## config.mk

```make
export PLATFORM = sky130hd
export DESIGN_NAME = uart_rx_fifo_flat
export DESIGN_NICKNAME = d
export VERILOG_FILES = /design/src/rtl/uart_rx_fifo_if.sv /design/src/rtl/uart_rx_fifo.sv /design/src/flat_wrapper.sv
export SDC_FILE = /design/constraint.sdc
export NUM_CORES = 1
export LEC_CHECK = 0
export ABC_AREA = 1
export CAP_MARGIN = 10
export CELL_PAD_IN_SITES_DETAIL_PLACEMENT = 0
export CELL_PAD_IN_SITES_GLOBAL_PLACEMENT = 1
export CORE_MARGIN = 2
export CORE_UTILIZATION = 48
export DETAILED_ROUTE_END_ITERATION = 10
export GPL_ROUTABILITY_DRIVEN = 0
export GPL_TIMING_DRIVEN = 0
export PLACE_DENSITY_LB_ADDON = 0.1
export SLEW_MARGIN = 20
export SYNTH_ARGS = -nofsm -noshare
export SYNTH_HDL_FRONTEND = slang
export SYNTH_SLANG_ARGS = --single-unit
```

## constraint.sdc

```tcl
create_clock -name clk -period 1.9 [get_ports clk]
set_clock_uncertainty 0.05 [all_clocks]
set_input_delay 0.19 -clock clk [delete_from_list [all_inputs] [get_ports clk]]
set_output_delay 0.19 -clock clk [all_outputs]
set_load 0.005 [all_outputs]
```

## src/rtl/uart_rx_fifo_if.sv

```systemverilog
// Handshake bundle between the UART byte buffer and its producer/consumer.
// slave = the buffer itself; master = the side that writes bytes and consumes the head.
interface uart_rx_fifo_if #(
  parameter int WIDTH = 8,
  parameter int DEPTH = 16
);
  logic                       in_valid;
  logic [WIDTH-1:0]           in_data;
  logic                       out_valid;
  logic [WIDTH-1:0]           out_data;
  logic                       out_ready;
  logic [$clog2(DEPTH):0]     count;
  logic                       full;
  logic                       empty;
  logic                       overflow;
  logic                       overflow_clear;

  modport slave (
    input  in_valid, in_data, out_ready, overflow_clear,
    output out_valid, out_data, count, full, empty, overflow
  );

  modport master (
    output in_valid, in_data, out_ready, overflow_clear,
    input  out_valid, out_data, count, full, empty, overflow
  );
endinterface

```

## src/rtl/uart_rx_fifo.sv

```systemverilog
// First-word-fall-through byte FIFO behind uart_rx; a byte written at edge N is visible after edge N.
// Backpressure: the consumer stalls via out_ready; bytes arriving while full without a pop are dropped and flagged in sticky overflow.
module uart_rx_fifo #(
  parameter int WIDTH = 8,
  parameter int DEPTH = 16
) (
  input  logic           clk,
  input  logic           reset,
  uart_rx_fifo_if.slave  bus
);
  localparam int AW = $clog2(DEPTH);
  localparam int CW = AW + 1;
  localparam logic [CW-1:0] FULL_CNT = CW'(DEPTH);

  logic [WIDTH-1:0] mem [DEPTH];
  logic [AW-1:0]    wr_ptr;
  logic [AW-1:0]    rd_ptr;
  logic [CW-1:0]    count_q;
  logic [CW-1:0]    count_next;
  logic             full_q;
  logic             empty_q;
  logic             overflow_q;
  logic             push;
  logic             pop;
  logic             drop;

  assign pop  = !empty_q && bus.out_ready;
  // A pop frees the head slot in the same cycle, so a full FIFO can still accept.
  assign push = bus.in_valid && (!full_q || pop);
  assign drop = bus.in_valid && full_q && !pop;

  always_comb begin
    count_next = count_q;
    if (push && !pop) begin
      count_next = count_q + CW'(1);
    end else if (pop && !push) begin
      count_next = count_q - CW'(1);
    end
  end

  always_ff @(posedge clk) begin
    if (reset) begin
      wr_ptr     <= '0;
      rd_ptr     <= '0;
      count_q    <= '0;
      full_q     <= 1'b0;
      empty_q    <= 1'b1;
      overflow_q <= 1'b0;
    end else begin
      if (push) begin
        wr_ptr <= wr_ptr + AW'(1);
      end
      if (pop) begin
        rd_ptr <= rd_ptr + AW'(1);
      end
      count_q <= count_next;
      full_q  <= (count_next == FULL_CNT);
      empty_q <= (count_next == '0);
      // A fresh drop outranks a clear in the same cycle.
      if (drop) begin
        overflow_q <= 1'b1;
      end else if (bus.overflow_clear) begin
        overflow_q <= 1'b0;
      end
    end
  end

  always_ff @(posedge clk) begin
    if (push && !reset) begin
      mem[wr_ptr] <= bus.in_data;
    end
  end

  assign bus.out_valid = !empty_q;
  assign bus.out_data  = empty_q ? '0 : mem[rd_ptr];
  assign bus.count     = count_q;
  assign bus.full      = full_q;
  assign bus.empty     = empty_q;
  assign bus.overflow  = overflow_q;
endmodule

```

## src/flat_wrapper.sv

```systemverilog
// flat-port wrapper written by rule: the top's interface ports become plain ports
module uart_rx_fifo_flat 
#(
  parameter int WIDTH = 8,
  parameter int DEPTH = 16
)
  (clk, reset, bus_in_valid, bus_in_data, bus_out_ready, bus_overflow_clear, bus_out_valid, bus_out_data, bus_count, bus_full, bus_empty, bus_overflow);
  uart_rx_fifo_if #(.WIDTH(WIDTH), .DEPTH(DEPTH)) bus_i ();
  input  logic clk;
  input  logic reset;
  input wire logic [$bits(bus_i.in_valid)-1:0] bus_in_valid;
  input wire logic [$bits(bus_i.in_data)-1:0] bus_in_data;
  input wire logic [$bits(bus_i.out_ready)-1:0] bus_out_ready;
  input wire logic [$bits(bus_i.overflow_clear)-1:0] bus_overflow_clear;
  output wire logic [$bits(bus_i.out_valid)-1:0] bus_out_valid;
  output wire logic [$bits(bus_i.out_data)-1:0] bus_out_data;
  output wire logic [$bits(bus_i.count)-1:0] bus_count;
  output wire logic [$bits(bus_i.full)-1:0] bus_full;
  output wire logic [$bits(bus_i.empty)-1:0] bus_empty;
  output wire logic [$bits(bus_i.overflow)-1:0] bus_overflow;
  assign bus_i.in_valid = bus_in_valid;
  assign bus_i.in_data = bus_in_data;
  assign bus_i.out_ready = bus_out_ready;
  assign bus_i.overflow_clear = bus_overflow_clear;
  assign bus_out_valid = bus_i.out_valid;
  assign bus_out_data = bus_i.out_data;
  assign bus_count = bus_i.count;
  assign bus_full = bus_i.full;
  assign bus_empty = bus_i.empty;
  assign bus_overflow = bus_i.overflow;
  uart_rx_fifo #(.WIDTH(WIDTH), .DEPTH(DEPTH)) u_core (.clk(clk), .reset(reset), .bus(bus_i));
endmodule
```

==> After elaboration in Yosys (flattened, before gate mapping) <==
Memories as Yosys holds them, arrays and structs flattened. A register that Yosys moved wholly into a read port is not among the register bits.
Cells that the tools add are included.
{ "totals": {"input_bits": 13, "out_inout_bits": 17, "ramBits": 128, "ff_bits": 16, "elab_cells": 36, "memories": 1} }
{ "classes": {"reduce_logical": 15, "eq_ne": 1, "muxes": 9, "add_sub_neg": 4} }
{ "memory_table": {"columns": ["name", "depth", "width", "read_ports", "rd_clocked_by_memory_dff", "wr", "line", "source"], "rows": [
  ["u_core.mem", 16, 8, 1, 1, 1, "uart_rx_fifo.sv:15", "logic [WIDTH-1:0] mem [DEPTH];"]
]} }
{ "op_table": {"columns": ["operator", "count"], "rows": [
  ["$mux W5", 2],
  ["$add A4 B1 Y4 const B", 2],
  ["$mux W4", 2],
  ["$mux W8", 1],
  ["$logic_and A1 B1 Y1", 7],
  ["$add A5 B1 Y5 const B", 1],
  ["$eq A5 B5 Y1 const B", 1],
  ["$logic_not A1 Y1", 5],
  ["$logic_not A5 Y1", 1],
  ["$sub A5 B1 Y5 const B", 1],
  ["$mux W1", 4],
  ["$reduce_bool A2 Y1", 1],
  ["$logic_or A1 B1 Y1", 1]
]} }

==> Depth between registers and ports, before layout <==
Gate-level depths: netlist of the first run.
{ "logic_depth": {"ltp_word": 9, "mapped_depth": 10, "depth_no_buf": 10} }

==> Worst setup path before layout of the first run <==
OpenSTA, ideal clock, no wires.
{ "synth_timing": {"kind": "reg-to-reg", "start": "register u_core.empty_q (netlist: u_core.bus.empty)", "end": "memory u_core.mem[11][0] (enable)", "arrival_time_ns": 1.286, "period_less_slack_ns": 1.706, "t_required_ns": 1.480, "path_buffers": 1, "setup_ns": 0.370, "stages_incl_launch_ff": 7, "setup_slack_ns": 0.194, "path_cell_list": "dfxtp_1 > buf_6 > inv_8 > nand2_4 > a21oi_4 > nand2_1 > nor2_1"} }
{ "synth_between": {"elab_chain_len": 7} }
{ "synth_lines": {"columns": ["item", "line", "source"], "rows": [
  ["start, declared", "uart_rx_fifo.sv:21", "logic empty_q;"],
  ["start signal, assigned", "uart_rx_fifo.sv:58", "empty_q <= (count_next == '0);"],
  ["$logic_not A1 Y1", null, null],
  ["net bus_out_valid", "flat_wrapper.sv:15", "output wire logic [$bits(bus_i.out_valid)-1:0] bus_out_valid;"],
  ["$logic_and A1 B1 Y1", "uart_rx_fifo.sv:27", "assign pop = !empty_q && bus.out_ready;"],
  ["$logic_or A1 B1 Y1", "uart_rx_fifo.sv:29", "assign push = bus.in_valid && (!full_q || pop);"],
  ["$logic_and A1 B1 Y1", "uart_rx_fifo.sv:29", null],
  ["$logic_and A1 B1 Y1", "uart_rx_fifo.sv:69", "if (push && !reset) begin"],
  ["$mux W1", "uart_rx_fifo.sv:69", null],
  ["$mux W1 (not written as such)", "uart_rx_fifo.sv:70", "mem[wr_ptr] <= bus.in_data;"],
  ["end, declared", "uart_rx_fifo.sv:15", null]
]} }
The timed path passes the listed nets, and every way through them passes these cells.

==> run_results.csv, run 1 <==
group,metric,value,unit
synthesis,synthCells,544,
timing,final.period_utilization,117,%
cts,cts.reportedPaths.clkPinSlew,0.06,ns
detailed_routing,viasPerCell,5.39,
floorplanning,ios,30,
detailed_routing,drc,0,
final_layout,area_growth,26.1,%
setup_path,worstSetupPathType,"register to primary output",
run,drv_cap,0,
setup_path,crit_chain,"buf_12, buf_8, o21ai_1, o211ai_1, nand3_1, a21oi_1, buf_2",
timing,fin_crit,2.23,ns
setup_path,reg2reg_setup_slack,0.04,ns
setup_path,worstReg2RegEnd,"u_core.mem[9][1]",
setup_path,required,1.66,ns
hold_path,min_to,"u_core.bus.overflow",
timing,holdWs,0.350,ns
grt,grt_max_degree,17,
timing,tightest_slew,0.827,ns
placed_design,dp.cells,745,
floorplanning,chipWidth,117,µm
cts,clock_latency,0.43,ns
setup_path,crit_arrival,1.99,ns
status,violations,"negative setup slack",
cts,cts_tree,"done",
final_layout,final_nets,628,
detailed_routing,wirelength,15.6,mm
floorplanning,row_count,41,
hold_path,hold_depth,4,
floorplanning,initial_core_util,49.1,%
timing,setup_slack,-0.326,ns
placed_design,hpwl,10.2,mm
grt,gr-total-overflow,0,
pwr,power_density,1030,mW/mm²
placed_design,pre_cts_slack,-0.948,ns
synthesis,ys_seq_area_share,68.8,%
synthesis,netlist_area,0.00617,mm²
detailed_routing,drtIter0Drc,377,
cts,cts_htree_levels,4,
pwr,leakage,2.71,nW
floorplanning,dieHeight,117,µm
timing,max_freq,449,MHz
floorplanning,core_area,0.0126,mm²
setup_path,critPathMaxStageDelay,0.40,ns
setup_path,cp_max_fo,8,
final_layout,layout_commonest_cell,"edfxtp_1",
synthesis,syn-num-nets,564,
floorplanning,fp.dieArea,0.0138,mm²
synthesis,ys_types,29,
final_layout,n_antenna_cell,0,
grt,track_usage,23.7,%
timing,final_max_slew_viol_count,0,
grt,antenna_found_initial,0,
setup_path,critPathSlowestCell,"o211ai_1",
final_layout,layout-drive-gt1-share,20.3,%
final_layout,final_cell_mix,"edfxtp_1, nor2_1, nand2_1",
detailed_routing,ant_nets,0,
setup_path,end_kind,"primary output",
timing,finalSetupViolCount,8,
cts,clockBufferDepth,2,
hold_path,hold_class,"input pin to register",
grt,grt_pass1_wl,23.9,mm
status,outcome,"finished with violations",
timing,hold_viol,0,
detailed_routing,dr.pass1.iters,5,
synthesis,synth_warnings,0,
setup_path,r2r_start,"u_core.bus.empty",
hold_path,worstHoldStart,"bus_overflow_clear",
timing,rsz0062_at_grt,"yes",
final_layout,nFillCells,1010,
detailed_routing,vias,4276,
cts,ctsRootBufferMaster,"clkbuf_16",
grt,grt_pass1_vias,4118,
pwr,ir_worst_vdd,0.000749,V
detailed_routing,wl_per_cell,19.7,µm
timing,relSlewSlack,44.7,%
final_layout,final_core_util,61.9,%
cts,cts_buffers,17,
final_layout,finalNonFillerCells,793,
placed_design,io_buffers,29,
pwr,power,8.05,mW
setup_path,startpoint_type,"register",
setup_path,worst_r2r_path_depth,6,
synthesis,synth.ff_latch_count,148,
synthesis,synth.avg_cell_area,11.3,µm²
cts,cts_sinks,148,
cts,holdBufCountCts,0,
[state kept, by name (all words and copies together) (netlist names), named ones only]
name	count
u_core.mem	128
u_core.rd_ptr	4
u_core.wr_ptr	4
u_core.bus.overflow	1
u_core.bus.empty	1
u_core.bus.full	1
u_core.bus.count	5
[synth_stat cells (all sizes together)]
library cell / n / share of area [%]
edfxtp: 128 / 62
nor3: 1 / 0.081
xor2: 1 / 0.14
clkbuf: 11 / 0.71
nand2: 56 / 3.5
nand4: 4 / 0.41
a21oi: 18 / 1.6
xnor2: 1 / 0.14
o211ai: 29 / 3.5
o21ai: 65 / 5.3
nor2: 124 / 7.7
ha: 7 / 1.4
buf: 15 / 1.6
nand3: 36 / 3.2
dfxtp: 20 / 6.5
inv: 28 / 1.8
[cell families (layout without fill, tap and decap cells)]
family	Yosys count	in the layout	share of synthesized area (%)
buffers and inverters	54	131	4.16
and+or+nand+nor	221	221	14.9
AOI/OAI and AO/OA	112	112	10.4
xor gates and xnor gates	2	2	0.284
adders and majority gates	7	7	1.42
DFF	148	148	68.8
[per-stage QoR]
step / setup TNS [ns] / area, µm²
6_report: -2.22 / 7780
2_1_floorplan: 0 / 6170
3_3_place_gp: -75.78 / 6680
5_1_grt: -4.04 / 7780
3_5_place_dp: -80.05 / 6680
4_1_cts: -4.42 / 7630
[worst max path at each step]
stage,start,slack [ns],to,cells past startpoint
CTS,register,-0.30,bus_out_data[0],7
finish,register,-0.33,bus_out_data[1],7
floorplan,u_core.bus.empty,0.19,u_core.mem[11][0],6
global placement,reset,-0.92,u_core.mem[12][6],5
detailed placement,reset,-0.95,u_core.mem[12][6],5
global route,register,-0.42,bus_out_data[1],10
[cell type report]
type / instances / area, µm² / area share, %
plain buffers: 26 / 273 / 3.50
flip-flops and latches: 148 / 4250 / 54.6
clock inverters: 13 / 164 / 2.11
inverters: 28 / 119 / 1.53
clock buffers: 19 / 433 / 5.56
repair buffers: 45 / 473 / 6.08
multi-input cells: 342 / 1860 / 23.9
well taps: 172 / 215 / 2.77
[critical path, delay by kind of cell (launching register included)]
family | cells | cell delay (ns)
DFF | 1 | 0.37
AOI/OAI and AO/OA | 3 | 0.63
buffers and inverters | 3 | 0.43
and+or+nand+nor | 1 | 0.12
[per-layer routing]
layer,up-vias,global-route usage (%),wire length [µm],part of all wire (%)
met5,-,0,0,0
met4,0,10.3,440,2.8
met3,34,5.20,747,4.8
met2,126,38.2,7590,49
met1,2055,31.0,6850,44
li1,2061,-,-,-
[power breakdown]
part / internal [mW] / switching (mW)
clock network: 2.17 / 1.22
registers: 3.58 / 0.0437
logic: 0.412 / 0.623
total: 6.16 / 1.89
[timing repair]
item,CTS,global route
endpoints found under the setup margin,136,136
pin swaps,33,26
resized for setup,137,10
cloned,0,0
buffers inserted,9,7
(Power assumes the default switching activity.)
==> run 2, diff against run 1 <==
- CORE_MARGIN: 2 -> 5
- HOLD_SLACK_MARGIN: default -> 0.1
==> run 2 against run 1 <==
Compared with the run above: the run still ends with negative setup slack left; global-route usage down 1.5 points; cell count is 0.38% lower; utilization shrank 1.1 points; highest routed layer unchanged.
==> run_results.csv, run 2 (synthesized netlist as in run 1, its figures left out) <==
group,metric,value,unit
cts,cts_tree,"done",
detailed_routing,viasPerCell,5.49,
grt,grt_use_met1,28.3,%
final_layout,nFillCells,1044,
status,outcome,"finished with violations",
placed_design,dp.cells,745,
final_layout,layout-drive-gt1-share,20.6,%
placed_design,hpwl,10.5,mm
setup_path,crit_buf_inv,3,
final_layout,layout_commonest_cell,"edfxtp_1",
run,drv_cap,0,
setup_path,reg2reg_setup_slack,0.10,ns
setup_path,critPathTopFamily,"compound AO/OA/AOI/OAI gates",
timing,final.period_utilization,115,%
pwr,p_switching,1.91,mW
pwr,power.internal,5.73,mW
setup_path,crit_arrival,1.94,ns
cts,cts.reportedPaths.clkPinSlew,0.05,ns
final_layout,n_antenna_cell,0,
grt,antenna_found_initial,0,
floorplanning,dieHeight,123,µm
pwr,ir_worst_vdd,0.000457,V
pwr,sequentialPowerShare,47.5,%
pwr,power_density,995,mW/mm²
timing,finalSetupViolCount,8,
timing,holdWs,0.359,ns
floorplanning,chipWidth,123,µm
setup_path,critPathSlowestCell,"dfxtp_4",
floorplanning,ios,30,
cts,ctsRootBufferMaster,"clkbuf_16",
final_layout,final_core_util,60.9,%
detailed_routing,vias,4341,
floorplanning,core_area,0.0126,mm²
final_layout,regArea,0.00425,mm²
floorplanning,fp.dieArea,0.0152,mm²
detailed_routing,wirelength,15.6,mm
setup_path,end_kind,"primary output",
timing,fin_crit,2.18,ns
pwr,p_comb_share,14.0,%
timing,relSlewSlack,49.2,%
grt,grt_max_degree,17,
setup_path,critPathMaxStageDelay,0.38,ns
hold_path,hold_class,"input pin to register",
placed_design,io_buffers,29,
grt,grt_pass1_vias,4270,
final_layout,area_growth,24.5,%
grt,gr-max-usage-layer,"met2",
cts,cts_sinks,148,
cts,cts_buffers,17,
setup_path,required,1.66,ns
timing,tightest_slew,0.760,ns
setup_path,cp_max_fo,10,
final_layout,final_cell_mix,"edfxtp_1, nor2_1, nand2_1",
detailed_routing,dr.pass1.iters,5,
setup_path,startpoint_type,"register",
grt,use_met2,36.4,%
cts,clockBufferDepth,2,
timing,hold_viol,0,
setup_path,crit_chain,"buf_2, buf_6, o21ai_0, o211ai_1, nand3_1, a21oi_2, buf_2",
grt,gr-total-overflow,0,
grt,grt_pass1_wl,23.9,mm
timing,rsz0062_at_grt,"yes",
final_layout,finalNonFillerCells,790,
setup_path,crit_path_frequent_cell,"buf_2",
setup_path,worstSetupPathType,"register to primary output",
setup_path,worstReg2RegEnd,"u_core.mem[7][6]",
floorplanning,row_count,41,
detailed_routing,wl_per_cell,19.7,µm
hold_path,worstHoldStart,"bus_overflow_clear",
grt,use_met3,4.53,%
floorplanning,initial_core_util,48.9,%
cts,cts_htree_levels,4,
final_layout,multi_input_area,0.00191,mm²
status,violations,"negative setup slack",
pwr,leakage,2.66,nW
final_layout,largest-register,"u_core.mem",
pwr,p_clk_share,38.4,%
detailed_routing,drc,0,
detailed_routing,ant_nets,0,
setup_path,r2r_start,"u_core.bus.empty",
hold_path,hold_depth,4,
timing,setup_slack,-0.284,ns
hold_path,min_to,"u_core.bus.overflow",
cts,clock_latency,0.42,ns
final_layout,final_nets,625,
timing,final_max_slew_viol_count,0,
timing,max_freq,458,MHz
pwr,p_sw_share,25.0,%
grt,track_usage,22.1,%
final_layout,largest_reg_flops,128,
setup_path,worst_r2r_path_depth,7,
detailed_routing,drtIter0Drc,322,
placed_design,pre_cts_slack,-0.976,ns
[run 2: cell types whose count changed in the layout (fill, tap and decap cells not counted), sizes merged]
cell    previous run  this run
inv               27        28
bufinv             4         0
buf               39        35
clkinv             8         3
clkbuf            30        39
[run 2: cell type report]
class,count,share of cell area (%)
Buffer,26,3.39
Clock buffer,27,6.29
Clock inverter,5,0.391
Inverter,28,1.50
Multi-Input combinational cell,342,24.9
Sequential cell,148,55.3
Tap cell,172,2.80
Timing Repair Buffer,42,5.42
[run 2: worst register-to-register path, stage by stage (launching register included)]
cell and delay (ns):
dfxtp_1 0.32, buf_6 0.17, inv_8 0.07, nand2_4 0.08, a21oi_4 0.20, buf_4 0.15
nand2_4 0.11, nor2_4 0.31
[run 2: how the worst max path moves through the flow]
stage | end | slack (ns) | depth (start not counted)
2_1_floorplan | u_core.mem[11][0] | 0.19 | 6
3_3_place_gp | u_core.mem[12][0] | -0.96 | 5
3_5_place_dp | u_core.mem[12][7] | -0.98 | 5
4_1_cts | bus_out_data[1] | -0.31 | 9
5_1_grt | bus_out_data[5] | -0.36 | 9
6_report | bus_out_data[2] | -0.28 | 7
[run 2: metal layers]
metal | vias to the layer above | wire [µm]
met4 | 0 | 446
met5 | - | 0
li1 | 2054 | -
met3 | 31 | 939
met2 | 152 | 7680
met1 | 2104 | 6520
[run 2: power by group through the flow]
| stage | clock network, mW | logic [mW] | registers [mW] |
|---|---|---|---|
| after detailed placement | 0 | 0.908 | 3.69 |
| final | 2.94 | 1.07 | 3.63 |
| after global routing | 3.14 | 1.17 | 3.64 |
| after floorplan | 0 | 0.511 | 3.68 |
| after CTS | 2.98 | 1.04 | 3.63 |
| after global placement | 0 | 0.893 | 3.69 |
[run 2: repair_timing]
item	in CTS	in global routing
hold buffers	0	0
setup endpoints to repair	136	82
endpoints found under the hold margin	0	0
setup buffers	4	6
resized for setup	142	22
gates cloned	3	0
pin swaps	33	26
[run 2: stage by stage]
step / power [mW] / setup TNS (ns) / instance area (µm²)
2_1_floorplan: 4.19 / 0 / 6170
3_3_place_gp: 4.58 / -78.43 / 6680
3_5_place_dp: 4.60 / -81.68 / 6680
4_1_cts: 7.65 / -2.22 / 7530
5_1_grt: 7.95 / -2.77 / 7680
6_report: 7.64 / -2.01 / 7680
